## src/rtl/wb_pkg.sv

```systemverilog
// Shared types and constants for the register-file write-back arbiter.
package wb_pkg;

  localparam int DATA_W = 16;
  localparam int REG_AW = 4;

  typedef enum logic {
    GNT_ALU = 1'b0,
    GNT_MEM = 1'b1
  } grant_t;

  localparam logic [3:0] REG_ZERO = 4'd0;

endpackage

```

## src/rtl/wb_arbiter_rr_arb2.sv

```systemverilog
// Two-requester round-robin arbiter: owns last_grant and produces a one-hot grant
// that doubles as the ready handshake. Nothing is granted while reset is low.
module rr_arb2
  import wb_pkg::*;
(
  input  logic       clk,
  input  logic       rst,
  input  logic       i_req_alu,
  input  logic       i_req_mem,
  output logic [1:0] o_gnt
);

  grant_t r_last;
  logic   w_gnt_alu;
  logic   w_gnt_mem;

  // On a tie the side that did not win last time takes the port.
  always_comb begin
    w_gnt_alu = rst && i_req_alu && (!i_req_mem || (r_last == GNT_MEM));
    w_gnt_mem = rst && i_req_mem && (!i_req_alu || (r_last == GNT_ALU));
  end

  always_ff @(posedge clk or negedge rst) begin
    if (!rst) begin
      r_last <= GNT_MEM;
    end else if (w_gnt_alu) begin
      r_last <= GNT_ALU;
    end else if (w_gnt_mem) begin
      r_last <= GNT_MEM;
    end
  end

  assign o_gnt = {w_gnt_mem, w_gnt_alu};

endmodule

```

## src/rtl/wb_arbiter.sv

```systemverilog
// Write-back arbiter sharing the register-file write port between ALU and load paths.
// Optional same-cycle forwarding of the staged write is enabled by defining WB_FWD_EN.
module wb_arbiter #(
  parameter int DATA_W = wb_pkg::DATA_W,
  parameter int REG_AW = wb_pkg::REG_AW,
  parameter int CNT_W  = 8
) (
  input  logic              clk,
  input  logic              rst,
  input  logic              alu_valid,
  output logic              alu_ready,
  input  logic [REG_AW-1:0] alu_reg,
  input  logic [DATA_W-1:0] alu_data,
  input  logic              mem_valid,
  output logic              mem_ready,
  input  logic [REG_AW-1:0] mem_reg,
  input  logic [DATA_W-1:0] mem_data,
  output logic              write_reg,
  output logic [REG_AW-1:0] dst_reg,
  output logic [DATA_W-1:0] dst_data,
`ifdef WB_FWD_EN
  input  logic [REG_AW-1:0] fwd_src1,
  input  logic [REG_AW-1:0] fwd_src2,
  output logic              fwd_hit1,
  output logic              fwd_hit2,
  output logic [DATA_W-1:0] fwd_data1,
  output logic [DATA_W-1:0] fwd_data2,
`endif
  output logic [CNT_W-1:0]  conflict_cnt
);

  import wb_pkg::*;

  logic [1:0]        w_gnt;
  logic              w_acc;
  logic [REG_AW-1:0] w_sel_reg;
  logic [DATA_W-1:0] w_sel_data;
  logic              r_write;
  logic [REG_AW-1:0] r_dst_reg;
  logic [DATA_W-1:0] r_dst_data;
  logic [CNT_W-1:0]  r_cnt;

  rr_arb2 u_arb (
    .clk       (clk),
    .rst       (rst),
    .i_req_alu (alu_valid),
    .i_req_mem (mem_valid),
    .o_gnt     (w_gnt)
  );

  assign alu_ready  = w_gnt[0];
  assign mem_ready  = w_gnt[1];
  assign w_acc      = |w_gnt;
  assign w_sel_reg  = w_gnt[1] ? mem_reg  : alu_reg;
  assign w_sel_data = w_gnt[1] ? mem_data : alu_data;

  // Register-0 writes are accepted and staged, but never enable the write port.
  always_ff @(posedge clk or negedge rst) begin
    if (!rst) begin
      r_write    <= 1'b0;
      r_dst_reg  <= '0;
      r_dst_data <= '0;
      r_cnt      <= '0;
    end else begin
      r_write <= w_acc && (w_sel_reg != REG_AW'(REG_ZERO));
      if (w_acc) begin
        r_dst_reg  <= w_sel_reg;
        r_dst_data <= w_sel_data;
      end
      if (alu_valid && mem_valid && (r_cnt != '1)) begin
        r_cnt <= r_cnt + 1'b1;
      end
    end
  end

  assign write_reg    = r_write;
  assign dst_reg      = r_dst_reg;
  assign dst_data     = r_dst_data;
  assign conflict_cnt = r_cnt;

`ifdef WB_FWD_EN
  always_comb begin
    fwd_hit1  = r_write && (r_dst_reg == fwd_src1) && (fwd_src1 != REG_AW'(REG_ZERO));
    fwd_hit2  = r_write && (r_dst_reg == fwd_src2) && (fwd_src2 != REG_AW'(REG_ZERO));
    fwd_data1 = fwd_hit1 ? r_dst_data : '0;
    fwd_data2 = fwd_hit2 ? r_dst_data : '0;
  end
`endif

endmodule

```

## config.mk

```make
export PLATFORM = sky130hd
export DESIGN_NAME = wb_arbiter
export DESIGN_NICKNAME = d
export VERILOG_FILES = /design/src/rtl/wb_pkg.sv /design/src/rtl/wb_arbiter_rr_arb2.sv /design/src/rtl/wb_arbiter.sv
export SDC_FILE = /design/constraint.sdc
export NUM_CORES = 1
export LEC_CHECK = 0
export ABC_AREA = 1
export BUFFER_PORTS_ARGS = -buffer_cell sky130_fd_sc_hd__buf_2
export CAP_MARGIN = 20
export CORE_MARGIN = 2
export CORE_UTILIZATION = 49
export DETAILED_ROUTE_END_ITERATION = 12
export PLACE_DENSITY = 0.93
export SLEW_MARGIN = 10
export SYNTH_ARGS = -nofsm -noshare
export SYNTH_HDL_FRONTEND = slang
export SYNTH_SLANG_ARGS = --single-unit
```

## constraint.sdc

```tcl
create_clock -name clk -period 2.55 [get_ports clk]
set_clock_uncertainty 0.2 [all_clocks]
set_input_delay 0.255 -clock clk [delete_from_list [all_inputs] [get_ports clk]]
set_output_delay 0.255 -clock clk [all_outputs]
set_load 0.02 [all_outputs]
```

=== Word level (Yosys, flattened, before mapping) ===
Cells that the tools add are included.

* Bits in read-only memories: 0
* Logic and storage cells: 26
* Register bits: 30
* RAM bits: 0
* Bits of input ports: 44
* Output and inout bits: 31
* Bits in latches: 0
* Memories kept: 0

* Multiply operators: 0
* Reductions and logical operators: 14
* Multiplexer cells: 4
* Bitwise logic cells: 1
* Shifts and indexed selects: 0
* Equal/unequal tests: 1
* $add $sub $neg: 1
* $lt $le $gt $ge: 0
* Div/mod/pow operators: 0

{| class="wikitable"
|+ Operators with widths
! operator !! number
|-
| $mux 16 || 1
|-
| $add 8x1->8 const B || 1
|-
| $ne 8x8->1 const B || 1
|-
| $logic_and 1x1->1 || 7
|-
| $mux 4 || 1
|-
| $reduce_bool 4->1 || 1
|-
| $logic_not 1->1 || 2
|-
| $logic_or 1x1->1 || 2
|-
| $mux 1 || 2
|-
| $reduce_bool 2->1 || 1
|-
| $reduce_or 2->1 || 1
|-
| $not 1->1 || 1
|}

=== Longest topological paths before layout ===
* Depth after elaboration: 6
* Depth in mapped cells: 9
* Mapped depth without buffers: 8

=== Modules after synthesis ===
Synthesis repeated with hierarchy kept, for this count alone.

* Cell total of the unflattened synthesis: 202
* Area, all modules: 1597.8 sq um

{| class="wikitable"
|+ By module, submodules not included
! module !! cells each !! instances !! area an instance (sq um) !! seq. area each (sq um)
|-
| wb_arbiter || 189 || 1 || 1517.7 || 725.7
|-
| rr_arb2 || 13 || 1 || 80.1 || 26.3
|}

=== Worst setup path after synthesis ===
OpenSTA, ideal clock, no wires.

* Kind: reg-to-reg
* From: register u_arb.r_last
* To: register r_dst_data[10] (netlist: dst_data[10])
* Data arrival time: 1255 ps
* Stages on the path, launching flop included: 7
* Period minus slack after synthesis: 1575 ps
* Setup time: 121 ps
* Data required time: 2229 ps
* Path buffers: 1
* Setup slack: 975 ps
* Path through: dfstp_2 -> inv_1 -> a21oi_2 -> inv_2 -> buf_6 -> nor3_2 -> nor2_1

* Elaborated cells on any way between the ends: 7
* Classes of those cells: mux: 1; bitwise: 1; reduce/logical: 5

{| class="wikitable"
|+ RTL lines
! item !! RTL line !! text
|-
| start: declaration || wb_arbiter_rr_arb2.sv:13 || <nowiki>grant_t r_last;</nowiki>
|-
| start signal: assignment || wb_arbiter_rr_arb2.sv:25 || <nowiki>r_last <= GNT_MEM;</nowiki>
|-
| start signal: assignment || wb_arbiter_rr_arb2.sv:27 || <nowiki>r_last <= GNT_ALU;</nowiki>
|-
| start signal: assignment || wb_arbiter_rr_arb2.sv:29 || <nowiki>r_last <= GNT_MEM;</nowiki>
|-
| $logic_or 1x1->1 || wb_arbiter_rr_arb2.sv:19 || <nowiki>w_gnt_alu = rst && i_req_alu && (!i_req_mem || (r_last == GNT_MEM));</nowiki>
|-
| $logic_and 1x1->1 || wb_arbiter_rr_arb2.sv:19 ||
|-
| via alu_ready || wb_arbiter.sv:11 || <nowiki>output logic alu_ready,</nowiki>
|-
| $reduce_or 2->1 || wb_arbiter.sv:53 || <nowiki>assign w_acc = |w_gnt;</nowiki>
|-
| end signal: assignment || wb_arbiter.sv:68 || <nowiki>r_dst_data <= w_sel_data;</nowiki>
|-
| end: declaration || wb_arbiter.sv:40 || <nowiki>logic [DATA_W-1:0] r_dst_data;</nowiki>
|}

The timed path passes the listed nets, and every way through them passes these cells.
A chain may end at the register's enable or synchronous reset.

=== Final worst setup path ===
* From: input rst
* To: register r_dst_data[14] (netlist: dst_data[14])

* Longest elaborated chain between the ends: 3
* Elaborated cells on any way between the ends: 6
* Classes of those cells: mux: 1; reduce/logical: 5

{| class="wikitable"
|+ Ends and longest elaborated chain
! item !! RTL line !! text
|-
| start: declaration || wb_arbiter.sv:9 || <nowiki>input logic rst,</nowiki>
|-
| $logic_and 1x1->1, on equally long branches (2 in series) || wb_arbiter_rr_arb2.sv:20, wb_arbiter_rr_arb2.sv:19 ||
|-
| $mux 16 or $reduce_or 2->1 (tied branches) || wb_arbiter.sv:55, wb_arbiter.sv:53 ||
|}

Several ways; a longest one is shown, not always the timed one.

==> reports/qor_table.md <==
| Result | Reported |
|:---|:---|
| Filler-free cell count of the finished design | 331 |
| Library cell with the highest instance count after synthesis | sky130_fd_sc_hd__nand2_1 |
| # setup viols final | 0 |
| TritonRoute pass-1 iters | 4 |
| Number of flip-flops under the largest register name | 16 |
| Setup crit end kind | register |
| Highest metal used | met4 |
| Total Routed Length | 4290 microns |
| Setup repair bufs after CTS | 0 |
| Area used by multi-input combinational logic | 688 sq um |
| Largest net degree at the start of global routing | 23 |
| Via-to-Cell Ratio | 5.02 |
| Largest buffer count on any clock path | 2 |
| Detailed placement HPWL | 2750 microns |
| Delay-heaviest family, CP | buffers and inverters |
| Worst-path cell with the longest stage delay | sky130_fd_sc_hd__dlygate4sd3_1 |
| Total number of cells along the worst setup path | 9 |
| Cell area after synthesis | 1550 sq um |
| Most frequent cells after synthesis | 41 x sky130_fd_sc_hd__nand2_1, 29 x sky130_fd_sc_hd__dfrtp_1, 20 x sky130_fd_sc_hd__nor2_1, 16 x sky130_fd_sc_hd__inv_1, 16 x sky130_fd_sc_hd__o22ai_1 |
| WHS | -0.00197 ns |
| Critical path start-end classification | in2reg |
| Met3 WL post-DR | 273 microns |
| Reg-to-reg critical path startpoint | u_arb.r_last |
| Net count after synthesis | 227 |
| Master cell of the clock root buffer | sky130_fd_sc_hd__clkbuf_4 |
| Synthesized flop and latch total | 30 |
| Share of post-route cells with drive strength above 1 | 38.0% |
| Number of buffer cells added on primary ports | 74 |
| Worst R2R Path Depth | 6 |
| RSZ-0062 raised after global routing | false |
| Fin nets | 331 |
| Count of flip-flops with a built-in enable after synthesis | 0 |
| Critical Path, Cell by Cell | dlygate4sd3_1, buf_2, nand2_2, clkinv_2, nand2_8, inv_4, nor3_2, nor2_1, dlygate4sd3_1 |
| Effective utilization at floorplan | 51.3% |
| Required time at the endpoint of the critical path | 2.57 ns |
| Detailed-route via count | 1,661 |
| Total inserted antenna cells | 0 |
| Core region area | 3030 sq um |
| Total power divided by cell area | 610 nW/um^2 |
| Total overflow reported by the global router | 0 |
| WL/cell | 13.0 microns |
| Number of levels in the clock H-tree | 2 |
| GRT Util Overall | 25.3% |
| Remaining design rule violation count | 0 |
| Tmin final | 2.37 ns |
| Layout area overhead | 46.9% |
| Number of placed I/O pins | 75 |
| Routability cong. | 0.848 |
| Worst Tran Pin Value | 0.434 ns |
| Height of the chip | 60.3 microns |
| VDD IR-drop max | 429 uV |
| CP arrival | 2.39 ns |
| FMAX | 422 MHz |
| Overall die area | 3640 sq um |
| Cell taking the most area after synthesis | sky130_fd_sc_hd__dfrtp_1 |
| Area taken by flip-flops and latches | 752 sq um |
| Synth area leaders | sky130_fd_sc_hd__dfrtp_1 47%, sky130_fd_sc_hd__nand2_1 9.9%, sky130_fd_sc_hd__nor3_2 6.4%, sky130_fd_sc_hd__o22ai_1 6.4%, sky130_fd_sc_hd__nor2_1 4.8% |
| Antenna viol nets, final | 0 |
| Post-route core utilization | 75.4% |
| Average footprint of a synthesized cell | 8.54 sq um |
| Area share of the leading cell type in the synthesized netlist | 46.7% |
| Cell count after placement | 296 |
| CTS buffer count | 5 |
| Worst R2R Setup Slack | 0.43 ns |
| Clock-pin transition on the worst setup and hold timing paths | 0.09 ns |
| Crit path launch type | primary input |
| Post-synth ARST share | 100% |
| Share of synthesized area occupied by flip-flops and latches | 48.4% |
| Post-Route Setup TNS | 0 ns |
| Number of warnings reported in the yosys synthesis log | 0 |
| CP Max Fanout | 22 |
| Routed metal-1 wirelength | 1550 microns |
| Count of max-cap constraint violations | 0 |
| Rel. slew slack | 71.1% |
| Launching instance or port of the critical path | rst |
| Amount of wire on met2 after detailed routing | 2310 microns |
| 1st-iter DRT viols | 44 |
| Fill cell instance count of the final layout | 226 |
| Min-delay worst type | in2reg |
| Number of placement rows | 20 |
| Max incr delay on CP | 0.56 ns |
| Insertion delay of the later-clocked pin in the worst-skew pair | 0.34 ns |
| Via count of the first global-routing pass | 1,605 |
| Total clock sinks | 30 |
| Slew Viols, Final | 0 |
| Crit path capture | dst_data[14] |
| Die Span X | 60.3 microns |
| Initial antenna violation count | 0 |
| Clock tree from TritonCTS | done |
| Wire length of the first global-routing pass | 6560 microns |
| Leak pwr | 1.14 nW |
| Gate Count Post-Synth | 182 |
| Violations in the final reports | negative hold slack |
| Total buffers and inverters traversed by the critical path | 5 |
| Critical path's most frequent cell | sky130_fd_sc_hd__dlygate4sd3_1 |
| Period Utilization, post-route | 93.0% |
| Hold Fails Final Rpt | 1 |
| R2r endpoint | dst_data[14] |
| Outcome | finished, violations left |
| Unique cell type count in the Yosys netlist | 26 |
| Top_reg_cell synth | sky130_fd_sc_hd__dfrtp_1 |
## what timing repair did
item                       CTS  global route
hold buffers                27             0
setup endpoints to repair    0             3
hold endpoints to repair    45             0
resized for setup            0             1
## tightest hold or removal path, delay by kind of cell
family	cells	cell delay (ns)
AOI/OAI and AO/OA	1	0.06
buffers and inverters	1	0.08
and+or+nand+nor	1	0.10
## routing by layer
metal	vias to the layer above	track usage (%)
li1	811	-
met1	771	26.0
met2	62	45.2
met4	0	14.3
met5	-	0
met3	17	8.01
## where the power goes
part | switching (W) | total [W] | leakage (nW) | internal [W]
sequential | 0.0000649 | 0.000620 | 0.343 | 0.000555
combinational | 0.000277 | 0.000477 | 0.762 | 0.000200
clock | 0.000162 | 0.000296 | 0.0353 | 0.000133
total | 0.000504 | 0.00139 | 1.14 | 0.000889
## layout make-up
| class | count | share of cell area [%] |
|---|---|---|
| Timing Repair Buffer | 102 | 28.4 |
| Multi-Input combinational cell | 127 | 30.2 |
| Tap cell | 44 | 2.41 |
| Inverter | 20 | 3.45 |
| Clock buffer | 7 | 2.41 |
| Clock inverter | 1 | 0.219 |
| Sequential cell | 30 | 32.9 |
## layout by cell type, fill, tap and decap left out, types with 2 or more instances in the layout
cell	synthesis	layout
sky130_fd_sc_hd__inv_1	16	16
sky130_fd_sc_hd__nand3b_1	3	3
sky130_fd_sc_hd__o21ai_1	4	4
sky130_fd_sc_hd__nor3_1	7	7
sky130_fd_sc_hd__nand2_2	9	9
sky130_fd_sc_hd__dlygate4sd3_1	0	27
sky130_fd_sc_hd__clkbuf_4	0	5
sky130_fd_sc_hd__nor3_2	10	10
sky130_fd_sc_hd__dfrtp_1	29	29
sky130_fd_sc_hd__xor2_1	2	2
sky130_fd_sc_hd__nand3_1	5	5
sky130_fd_sc_hd__clkinv_2	1	2
sky130_fd_sc_hd__o22ai_1	16	16
sky130_fd_sc_hd__buf_2	2	74
sky130_fd_sc_hd__inv_2	2	2
sky130_fd_sc_hd__o21ai_0	3	3
sky130_fd_sc_hd__nor2_1	20	20
sky130_fd_sc_hd__nand2_1	41	41
## cell families after synthesis
family / Yosys count / share of synthesized area [%]
buffers and inverters: 25 / 7.89
flip-flops: 30 / 48.4
AND/OR/NAND/NOR: 98 / 31.6
adder cells (fa/ha/maj): 1 / 0.805
AO/OA/AOI/OAI: 25 / 9.58
XOR/XNOR: 3 / 1.69
## metrics by stage
step	cell area, sq um	hold WS [ns]	setup WS, ns	power (W)
after global routing	2280	0.0221	0.0317	0.00147
after global placement	1940	-0.0398	0.718	0.00103
after CTS	2270	0.00204	0.138	0.00138
after detailed placement	1940	-0.0380	0.693	0.00104
final	2280	-0.00197	0.179	0.00139
after floorplan	1550	-0.241	0.975	0.000886
## worst min path at each step
stage,start,end,slack (ns),cells after the start
4_1_cts,mem_data[8],dst_data[8],0.002,3
6_report,mem_data[13],dst_data[13],-0.002,3
5_1_grt,mem_data[12],dst_data[12],0.02,3
3_5_place_dp,rst,conflict_cnt[2],-0.04,1
3_3_place_gp,rst,conflict_cnt[5],-0.04,1
2_1_floorplan,rst,conflict_cnt[0],-0.24,0
Note: power is estimated with default switching activity, not from simulation.
